`config.mk`:
```
export PLATFORM = sky130hd
export DESIGN_NAME = instr_encoder
export DESIGN_NICKNAME = d
export VERILOG_FILES = /design/src/rtl/instr_encoder.sv
export SDC_FILE = /design/constraint.sdc
export NUM_CORES = 1
export LEC_CHECK = 0
export ABC_CLOCK_PERIOD_IN_PS = 4790
export CAP_MARGIN = 20
export CELL_PAD_IN_SITES_DETAIL_PLACEMENT = 1
export CELL_PAD_IN_SITES_GLOBAL_PLACEMENT = 2
export CORE_MARGIN = 1.5
export CORE_UTILIZATION = 35
export CTS_BUF_LIST = sky130_fd_sc_hd__clkbuf_8
export CTS_CLUSTER_SIZE = 20
export DETAILED_ROUTE_END_ITERATION = 10
export MAX_ROUTING_LAYER = met4
export PLACE_DENSITY = 0.84
export SYNTH_ARGS = -nofsm -noshare
export SYNTH_HDL_FRONTEND = slang
export SYNTH_SLANG_ARGS = --single-unit
```
`constraint.sdc`:
```
create_clock -name clk -period 4.79 [get_ports clk]
set_input_delay 1.1975 -clock clk [delete_from_list [all_inputs] [get_ports clk]]
set_output_delay 1.1975 -clock clk [all_outputs]
set_load 0.03 [all_outputs]
```
`src/rtl/instr_encoder.sv`:
```
// instr_encoder: Y86-64 instruction encoder/loader.
// Takes one decoded instruction per handshake and writes its fetch-compatible
// byte image (opcode, optional register byte, optional little-endian valC)
// into instruction memory, one byte per cycle, tracking the next free address.
// Optional macro INSTR_ENC_CHECK_EN: reject icodes above 0xB with an
// inv_instr pulse instead of encoding them as 1-byte instructions.
module instr_encoder #(
  parameter int              ADDR_W    = 11,
  parameter logic [ADDR_W-1:0] BASE_ADDR = '0
) (
  input  logic              clk,
  input  logic              rst_n,
  input  logic              in_valid,
  output logic              in_ready,
  input  logic [3:0]        icode,
  input  logic [3:0]        ifun,
  input  logic [3:0]        rA,
  input  logic [3:0]        rB,
  input  logic [63:0]       valC,
  input  logic              ptr_load,
  input  logic [ADDR_W-1:0] ptr_val,
  output logic              mem_we,
  output logic [ADDR_W-1:0] mem_addr,
  output logic [7:0]        mem_wdata,
  output logic [ADDR_W-1:0] wr_ptr,
  output logic              instr_done,
  output logic              inv_instr
);

  typedef enum logic {IDLE, EMIT} state_t;

  // Encoded length in bytes for each icode; unknown codes become 1-byte opcodes.
  function automatic logic [3:0] instr_len(input logic [3:0] code);
    case (code)
      4'h3, 4'h4, 4'h5:        instr_len = 4'd10;
      4'h7, 4'h8:              instr_len = 4'd9;
      4'h2, 4'h6, 4'hA, 4'hB:  instr_len = 4'd2;
      default:                 instr_len = 4'd1;
    endcase
  endfunction

  // Instructions that carry the {rA,rB} byte right after the opcode.
  function automatic logic has_regs(input logic [3:0] code);
    case (code)
      4'h2, 4'h3, 4'h4, 4'h5, 4'h6, 4'hA, 4'hB: has_regs = 1'b1;
      default:                                  has_regs = 1'b0;
    endcase
  endfunction

  state_t            state_reg, state_next;
  logic [3:0]        idx_reg, idx_next;
  logic [3:0]        len_reg, len_next;
  logic [3:0]        icode_reg, icode_next;
  logic [3:0]        ifun_reg, ifun_next;
  logic [3:0]        ra_reg, ra_next;
  logic [3:0]        rb_reg, rb_next;
  logic [63:0]       valc_reg, valc_next;
  logic [ADDR_W-1:0] wr_ptr_reg, wr_ptr_next;
  logic              mem_we_reg, mem_we_next;
  logic [ADDR_W-1:0] mem_addr_reg, mem_addr_next;
  logic [7:0]        mem_wdata_reg, mem_wdata_next;
  logic              instr_done_reg, instr_done_next;
  logic              icode_ok;

  // In IDLE the live inputs feed the byte image so byte 0 can be registered on
  // the accept edge; during EMIT the latched copy is used.
  logic [3:0]  src_icode, src_ifun, src_ra, src_rb;
  logic [63:0] src_valc;
  logic        src_has_regs;
  logic [7:0]  frame [10];

  assign src_icode    = (state_reg == IDLE) ? icode : icode_reg;
  assign src_ifun     = (state_reg == IDLE) ? ifun  : ifun_reg;
  assign src_ra       = (state_reg == IDLE) ? rA    : ra_reg;
  assign src_rb       = (state_reg == IDLE) ? rB    : rb_reg;
  assign src_valc     = (state_reg == IDLE) ? valC  : valc_reg;
  assign src_has_regs = has_regs(src_icode);

  assign frame[0] = {src_icode, src_ifun};
  assign frame[1] = src_has_regs ? {src_ra, src_rb} : src_valc[7:0];

  // Constant bytes shift by one position depending on the register byte.
  genvar gi;
  generate
    for (gi = 2; gi < 10; gi++) begin : g_frame
      if (gi < 9) begin : g_mid
        assign frame[gi] = src_has_regs ? src_valc[8*(gi-2) +: 8]
                                        : src_valc[8*(gi-1) +: 8];
      end else begin : g_last
        assign frame[gi] = src_valc[8*(gi-2) +: 8];
      end
    end
  endgenerate

`ifdef INSTR_ENC_CHECK_EN
  assign icode_ok = (icode <= 4'hB);
`else
  assign icode_ok = 1'b1;
`endif

  // A pointer load owns the idle cycle, so no instruction is accepted with it.
  assign in_ready = (state_reg == IDLE) && !ptr_load;

  // Next-state and next-output logic for the IDLE/EMIT sequencer.
  always_comb begin
    state_next      = state_reg;
    idx_next        = idx_reg;
    len_next        = len_reg;
    icode_next      = icode_reg;
    ifun_next       = ifun_reg;
    ra_next         = ra_reg;
    rb_next         = rb_reg;
    valc_next       = valc_reg;
    wr_ptr_next     = wr_ptr_reg;
    mem_we_next     = 1'b0;
    mem_addr_next   = mem_addr_reg;
    mem_wdata_next  = mem_wdata_reg;
    instr_done_next = 1'b0;
    case (state_reg)
      IDLE: begin
        if (ptr_load) begin
          wr_ptr_next = ptr_val;
        end else if (in_valid && icode_ok) begin
          icode_next      = icode;
          ifun_next       = ifun;
          ra_next         = rA;
          rb_next         = rB;
          valc_next       = valC;
          len_next        = instr_len(icode);
          idx_next        = 4'd0;
          state_next      = EMIT;
          mem_we_next     = 1'b1;
          mem_addr_next   = wr_ptr_reg;
          mem_wdata_next  = frame[0];
          instr_done_next = (instr_len(icode) == 4'd1);
        end
      end
      EMIT: begin
        if (idx_reg == len_reg - 4'd1) begin
          state_next  = IDLE;
          wr_ptr_next = wr_ptr_reg + ADDR_W'(len_reg);
        end else begin
          idx_next        = idx_reg + 4'd1;
          mem_we_next     = 1'b1;
          mem_addr_next   = wr_ptr_reg + ADDR_W'(idx_next);
          mem_wdata_next  = frame[idx_next];
          instr_done_next = (idx_next == len_reg - 4'd1);
        end
      end
    endcase
  end

  // State and registered outputs; reset abandons any partial instruction.
  always_ff @(posedge clk or negedge rst_n) begin
    if (!rst_n) begin
      state_reg      <= IDLE;
      idx_reg        <= '0;
      len_reg        <= '0;
      icode_reg      <= '0;
      ifun_reg       <= '0;
      ra_reg         <= '0;
      rb_reg         <= '0;
      valc_reg       <= '0;
      wr_ptr_reg     <= BASE_ADDR;
      mem_we_reg     <= 1'b0;
      mem_addr_reg   <= '0;
      mem_wdata_reg  <= '0;
      instr_done_reg <= 1'b0;
    end else begin
      state_reg      <= state_next;
      idx_reg        <= idx_next;
      len_reg        <= len_next;
      icode_reg      <= icode_next;
      ifun_reg       <= ifun_next;
      ra_reg         <= ra_next;
      rb_reg         <= rb_next;
      valc_reg       <= valc_next;
      wr_ptr_reg     <= wr_ptr_next;
      mem_we_reg     <= mem_we_next;
      mem_addr_reg   <= mem_addr_next;
      mem_wdata_reg  <= mem_wdata_next;
      instr_done_reg <= instr_done_next;
    end
  end

`ifdef INSTR_ENC_CHECK_EN
  logic inv_instr_reg;

  // One-cycle pulse when an out-of-range icode is taken off the interface.
  always_ff @(posedge clk or negedge rst_n) begin
    if (!rst_n) inv_instr_reg <= 1'b0;
    else        inv_instr_reg <= in_valid && in_ready && !icode_ok;
  end

  assign inv_instr = inv_instr_reg;
`else
  assign inv_instr = 1'b0;
`endif

  assign mem_we     = mem_we_reg;
  assign mem_addr   = mem_addr_reg;
  assign mem_wdata  = mem_wdata_reg;
  assign wr_ptr     = wr_ptr_reg;
  assign instr_done = instr_done_reg;

endmodule

```
---- After elaboration in Yosys (flattened, before gate mapping) ----
Memories as Yosys holds them, arrays and structs flattened. A register that Yosys moved wholly into a read port is not among the register bits.
Cells that the tools add are included.
cells by class
  $add $sub $neg .......................... 4
  order comparisons ....................... 1
  eq/ne operators ......................... 15
  muxes and demuxes ....................... 43
  bitwise operators ....................... 3
  reduce and logical (&&, ||, !) cells .... 7
operators with widths
  cell                 number
  $mux 8               13
  $mux 64              1
  $mux 11              5
  $pmux 11 s2          2
  $mux 4               10
  $bmux 8 s4           1
  $add 11x4->11        2
  $pmux 8 s2           1
  $eq 4x3->1 const B   3
  $eq 4x2->1 const B   2
  $eq 4x4->1           2
  $eq 4x4->1 const B   2
  $ne 2x2->1 const B   4
  $pmux 4 s2           1
  $mux 1               7
  $reduce_or 7->1      1
  $reduce_and 3->1     2
  $ge 5x5->1 const B   1
  $not 4->5            1
  $add 4x1->4 const B  1
  $eq 4x1->1 const B   1
  $pmux 1 s2           2
  $sub 4x1->4 const B  1
  $logic_not 1->1      2
  other kinds (4)      5
storage, ports and cells
  flip-flop bits (word level) ............. 120
  memory bits (read-only) ................. 96
  input bits .............................. 95
  output and inout port bits .............. 34
  memories ................................ 2
memory list
  name             words  width  rd ports  clocked after Yosys merged registers in  wr ports  line  source
  (no name shown)  16     3      1         1                                        0         34    case (code)
  (no name shown)  16     3      1         0                                        0         34

---- Depth between registers and ports, before layout ----
  depth in word-level cells ............... 10
  mapped depth ............................ 13

---- Least setup slack after synthesis ----
Ideal clock, no wire load.
  path type ............................... input -> output
  start point ............................. input port ptr_load
  end point ............................... output port in_ready
  arrival ................................. 1.843 ns
  data required time ...................... 3.593 ns
  path slack .............................. 1.750 ns
  stages on the path ...................... 2
  path buffers ............................ 1
  cell sequence ........................... clkbuf_1 -> nor2_1
between the ends
  longest elaborated chain between the ends .. 2
ends and longest elaborated chain
  what                line  source
  start: declaration  20    input logic ptr_load,
  $logic_not 1->1     102   assign in_ready = (state_reg == IDLE) && !ptr_load;
  $logic_and 1x1->1   102
  end: declaration    14    output logic in_ready,
No other way between the ends.

---- Worst setup path after layout ----
Same ends and word-level chain as after synthesis.

==> impl_results.rst <==
.. list-table::
   :header-rows: 1

   * - Metric
     - Value
   * - Worst Skew
     - between 10 and 15 ps
   * - Path type of the worst min-delay path
     - reg -> reg
   * - Antenna violations before repair
     - 0
   * - Share of the synthesized area in compound gates (AO/OA/AOI/OAI)
     - 0.143
   * - Final hold violations
     - 0
   * - Arr. time, crit path
     - approximately 2500 ps
   * - Met2 Track Usage GR
     - 0.371
   * - Count of buffers inserted at the top-level ports
     - between 100 and 150
   * - Portion of synthesized cell area occupied by the leading cell type
     - 0.396
   * - Growth of design area from synthesis to finish
     - 24.7%
   * - Post-synthesis mux area share
     - 0.121
   * - Synth area leader
     - dfrtp_1
   * - Leakage power summed over all cells
     - around 4.2 nW
   * - Total vias in the final route
     - a little under 7k
   * - Share of the yosys chip area belonging to registers
     - 0.396
   * - GRT Total Usage
     - 0.244
   * - Placeable core area
     - 0.0210 sq mm
   * - Worst path required time
     - ~3600 ps
   * - Via count of the first global-routing pass
     - slightly above 7k
   * - Total nets after synthesis
     - roughly 1000
   * - Critical path peak fanout
     - 2
   * - Number of antenna repair diodes
     - 0
   * - Number of synthesized flops with an enable pin
     - 0
   * - Cell chosen for the clock root
     - clkbuf_8
   * - Max capacitance violation total
     - 0
   * - Setup Viol. Count Final
     - 0
   * - Mapped Cells
     - around 900
   * - Weighted congestion reported at the end of routability-driven placement
     - roughly 0.84
   * - Post-detailed-routing wire length
     - between 20 and 30 mm
   * - Clock-pin transition on the worst setup and hold timing paths
     - approximately 80 ps
   * - Worst VDD drop
     - around 0.23 mV
   * - Pre-CTS setup slack
     - a little under 900 ps
   * - Fraction of final layout cells with drive strength greater than 1
     - 0.0797
   * - First-pass iteration count of the detailed router
     - 5
   * - Synth warnings
     - 0
   * - Post-synth top flop
     - dfrtp_1
   * - Number of buffers added by the clock tree synthesis step
     - 17
   * - Ratio of routed vias to standard cells
     - roughly 5.4
   * - Result of the run
     - finished, final reports clean
   * - Share of the clock period used by the worst path
     - 0.773
   * - Initial Utilization
     - 0.358
   * - CP Class
     - in -> out
   * - Clock latency reported for the late side of the worst-skew pair
     - ~450 ps
   * - Global-route wire length before repair
     - a little over 40 mm
   * - TritonCTS Sinks
     - between 100 and 150
   * - Total negative slack
     - 0 ps
   * - Max-slew violation total from the final report
     - 0
   * - Parity-gate share of the synthesized area counting xor and xnor cells
     - 0.0324
   * - Worst Tran Pin Value
     - approximately 990 ps
   * - Most utilized layer in the global route result
     - met2
   * - Final #Nets
     - around 1.1k
   * - CTS tree
     - yes
   * - CTS Hold Bufs
     - 0
   * - Total die area
     - 0.0224 sq mm
   * - Post-CTS Setup Repair Bufs
     - 0
   * - Largest net degree at the start of global routing
     - 71
   * - Maximum frequency from static timing analysis
     - about 270 MHz
   * - Synth top cells by count
     - nand2_1, dfrtp_1, mux2i_1
   * - Residual DRC
     - 0
   * - Main combinational cell family by area after synthesis
     - simple AND/OR/NAND/NOR gates
   * - DRT iter0 DRCs
     - roughly 400
   * - Ports placed on the boundary
     - ~130
   * - Minimum clock period
     - ~3700 ps
   * - Synthesized flop and latch total
     - roughly 120
   * - Met3 capacity usage during global routing
     - 0.0415
   * - Die X-Extent
     - around 150 um
   * - Met1 usage in global routing
     - 0.338
   * - Wire length per cell
     - approximately 20 um
   * - Synth async-reset ratio
     - 1.00
   * - Crit path launch type
     - input port
   * - Number of flip-flops in the largest register
     - between 60 and 70
   * - Worst hold path startpoint
     - valc_reg[60]$_DFFE_PN0P_
   * - Final setup margin
     - between 1000 and 1500 ps
   * - Avg Inst Size Synth
     - 8.42 sq um
   * - Std-Cell Rows
     - 53
   * - GR Overflow Total
     - 0
   * - Startpoint of the worst setup timing path
     - ptr_load
   * - Die Height
     - roughly 150 um
   * - Total power divided by cell area
     - 760 mW/mm^2
   * - Simple-Gate Fraction of Synth Area
     - 0.243
   * - Area contributors post-synth
     - dfrtp_1, nand2_1, mux2i_1
   * - Setup repair after global routing missed its margin
     - no
   * - Maximum clock insertion buffer count
     - 2
   * - Startpoint of the worst-slack reg-to-reg timing path
     - mem_we$_DFF_PN0_
   * - Remaining antenna violation count after routing
     - 0
   * - Worst rel slew slack
     - 0.340
   * - Count of distinct cell types in the synthesized netlist
     - 71
   * - Post-Synth Adder-Cell Area
     - 0.0203
   * - Capturing element type of the critical path
     - output pin
   * - Half-perimeter wire length after detailed placement
     - 18.5 mm
   * - Most used standard cell by instance count after synthesis
     - nand2_1
   * - Post-synthesis instance area
     - about 0.0075 sq mm
   * - H-tree Lvls
     - 4
   * - Count of cells resized by post-cts repair
     - 0
-- worst max-delay path: stages --
cell             delay, ps
clkdlybuf4s50_1        420
nor2_1                 180
clkdlybuf4s50_1        710
-- layer usage --
layer  wire, um  part of all wire
met2      11700              0.46
met4        342             0.013
met5          0                 0
met1      12300              0.48
met3       1120             0.044
-- placed cells by master (no fill, tap or decap), types with 4 or more instances in the layout --
cell	netlist	layout
inv_1	9	11
o221ai_1	7	7
nand2b_1	8	8
a31oi_1	8	8
ha_1	9	9
and3_1	21	21
o21ai_0	37	37
clkinvlp_4	0	4
clkdlybuf4s50_1	0	126
xor2_1	8	8
a211oi_1	11	11
a41oi_1	4	4
nand3_1	13	13
mux4_2	8	8
clkbuf_8	0	20
dfrtp_1	119	118
nand2_1	288	287
nor2b_1	15	15
o22ai_1	7	7
buf_4	9	14
a311oi_1	5	5
mux2i_1	69	69
a21oi_1	34	34
a2111oi_0	4	4
o21ai_1	4	4
xnor2_1	18	18
and2_1	4	4
nor2_1	33	32
or3_1	5	5
o211ai_1	7	7
nor3_1	16	16
-- path summary, 6_finish.rpt --
kind	end	slack [ps]	cells after the start
min in group asynchronous	wr_ptr[7]$_DFFE_PN0P_	880	1
max	in_ready	1090	3
min	valc_reg[60]$_DFFE_PN0P_	480	2
max reg2reg	mem_wdata[3]$_DFFE_PN0P_	1520	8
min reg2reg	valc_reg[60]$_DFFE_PN0P_	480	2
max in group asynchronous	valc_reg[51]$_DFFE_PN0P_	3100	2
-- power breakdown --
part	switching [mW]	total [mW]	leakage, nW	internal (mW)
sequential	0.530	2.03	1.45	1.50
combinational	2.48	4.15	2.59	1.67
clock	0.452	0.953	0.200	0.501
total	3.46	7.13	4.24	3.67
-- final cells by class --
class / count / area (sq um)
clock inverters: 12 / 129
flip-flops and latches: 119 / 2980
fillers: 2453 / 11600
clock buffers: 20 / 275
inverters: 12 / 45.0
well taps: 275 / 344
repair buffers: 141 / 1390
multi-input cells: 700 / 4220
-- metrics by stage --
stage | instance area (sq um) | util | hold WS [ps] | cells | power [mW]
global route | 9380 | 0.446 | 496 | 1279 | 7.67
global placement | 8980 | 0.427 | 453 | 1247 | 6.08
detailed placement | 8980 | 0.427 | 463 | 1247 | 6.16
floorplan | 7520 | - | 440 | 893 | 4.79
CTS | 9380 | 0.446 | 481 | 1279 | 7.15
finish | 9380 | 0.446 | 477 | 1279 | 7.13
-- logic make-up (layout without fill, tap and decap cells) --
group,Yosys count,count (layout)
xor+xnor,27,27
flops,119,119
buf+inv,74,185
compound gates,159,159
fa+ha+maj,11,11
other cells,1,1
mux,80,80
simple gates,422,422
Power figures use the tool's default switching activity.
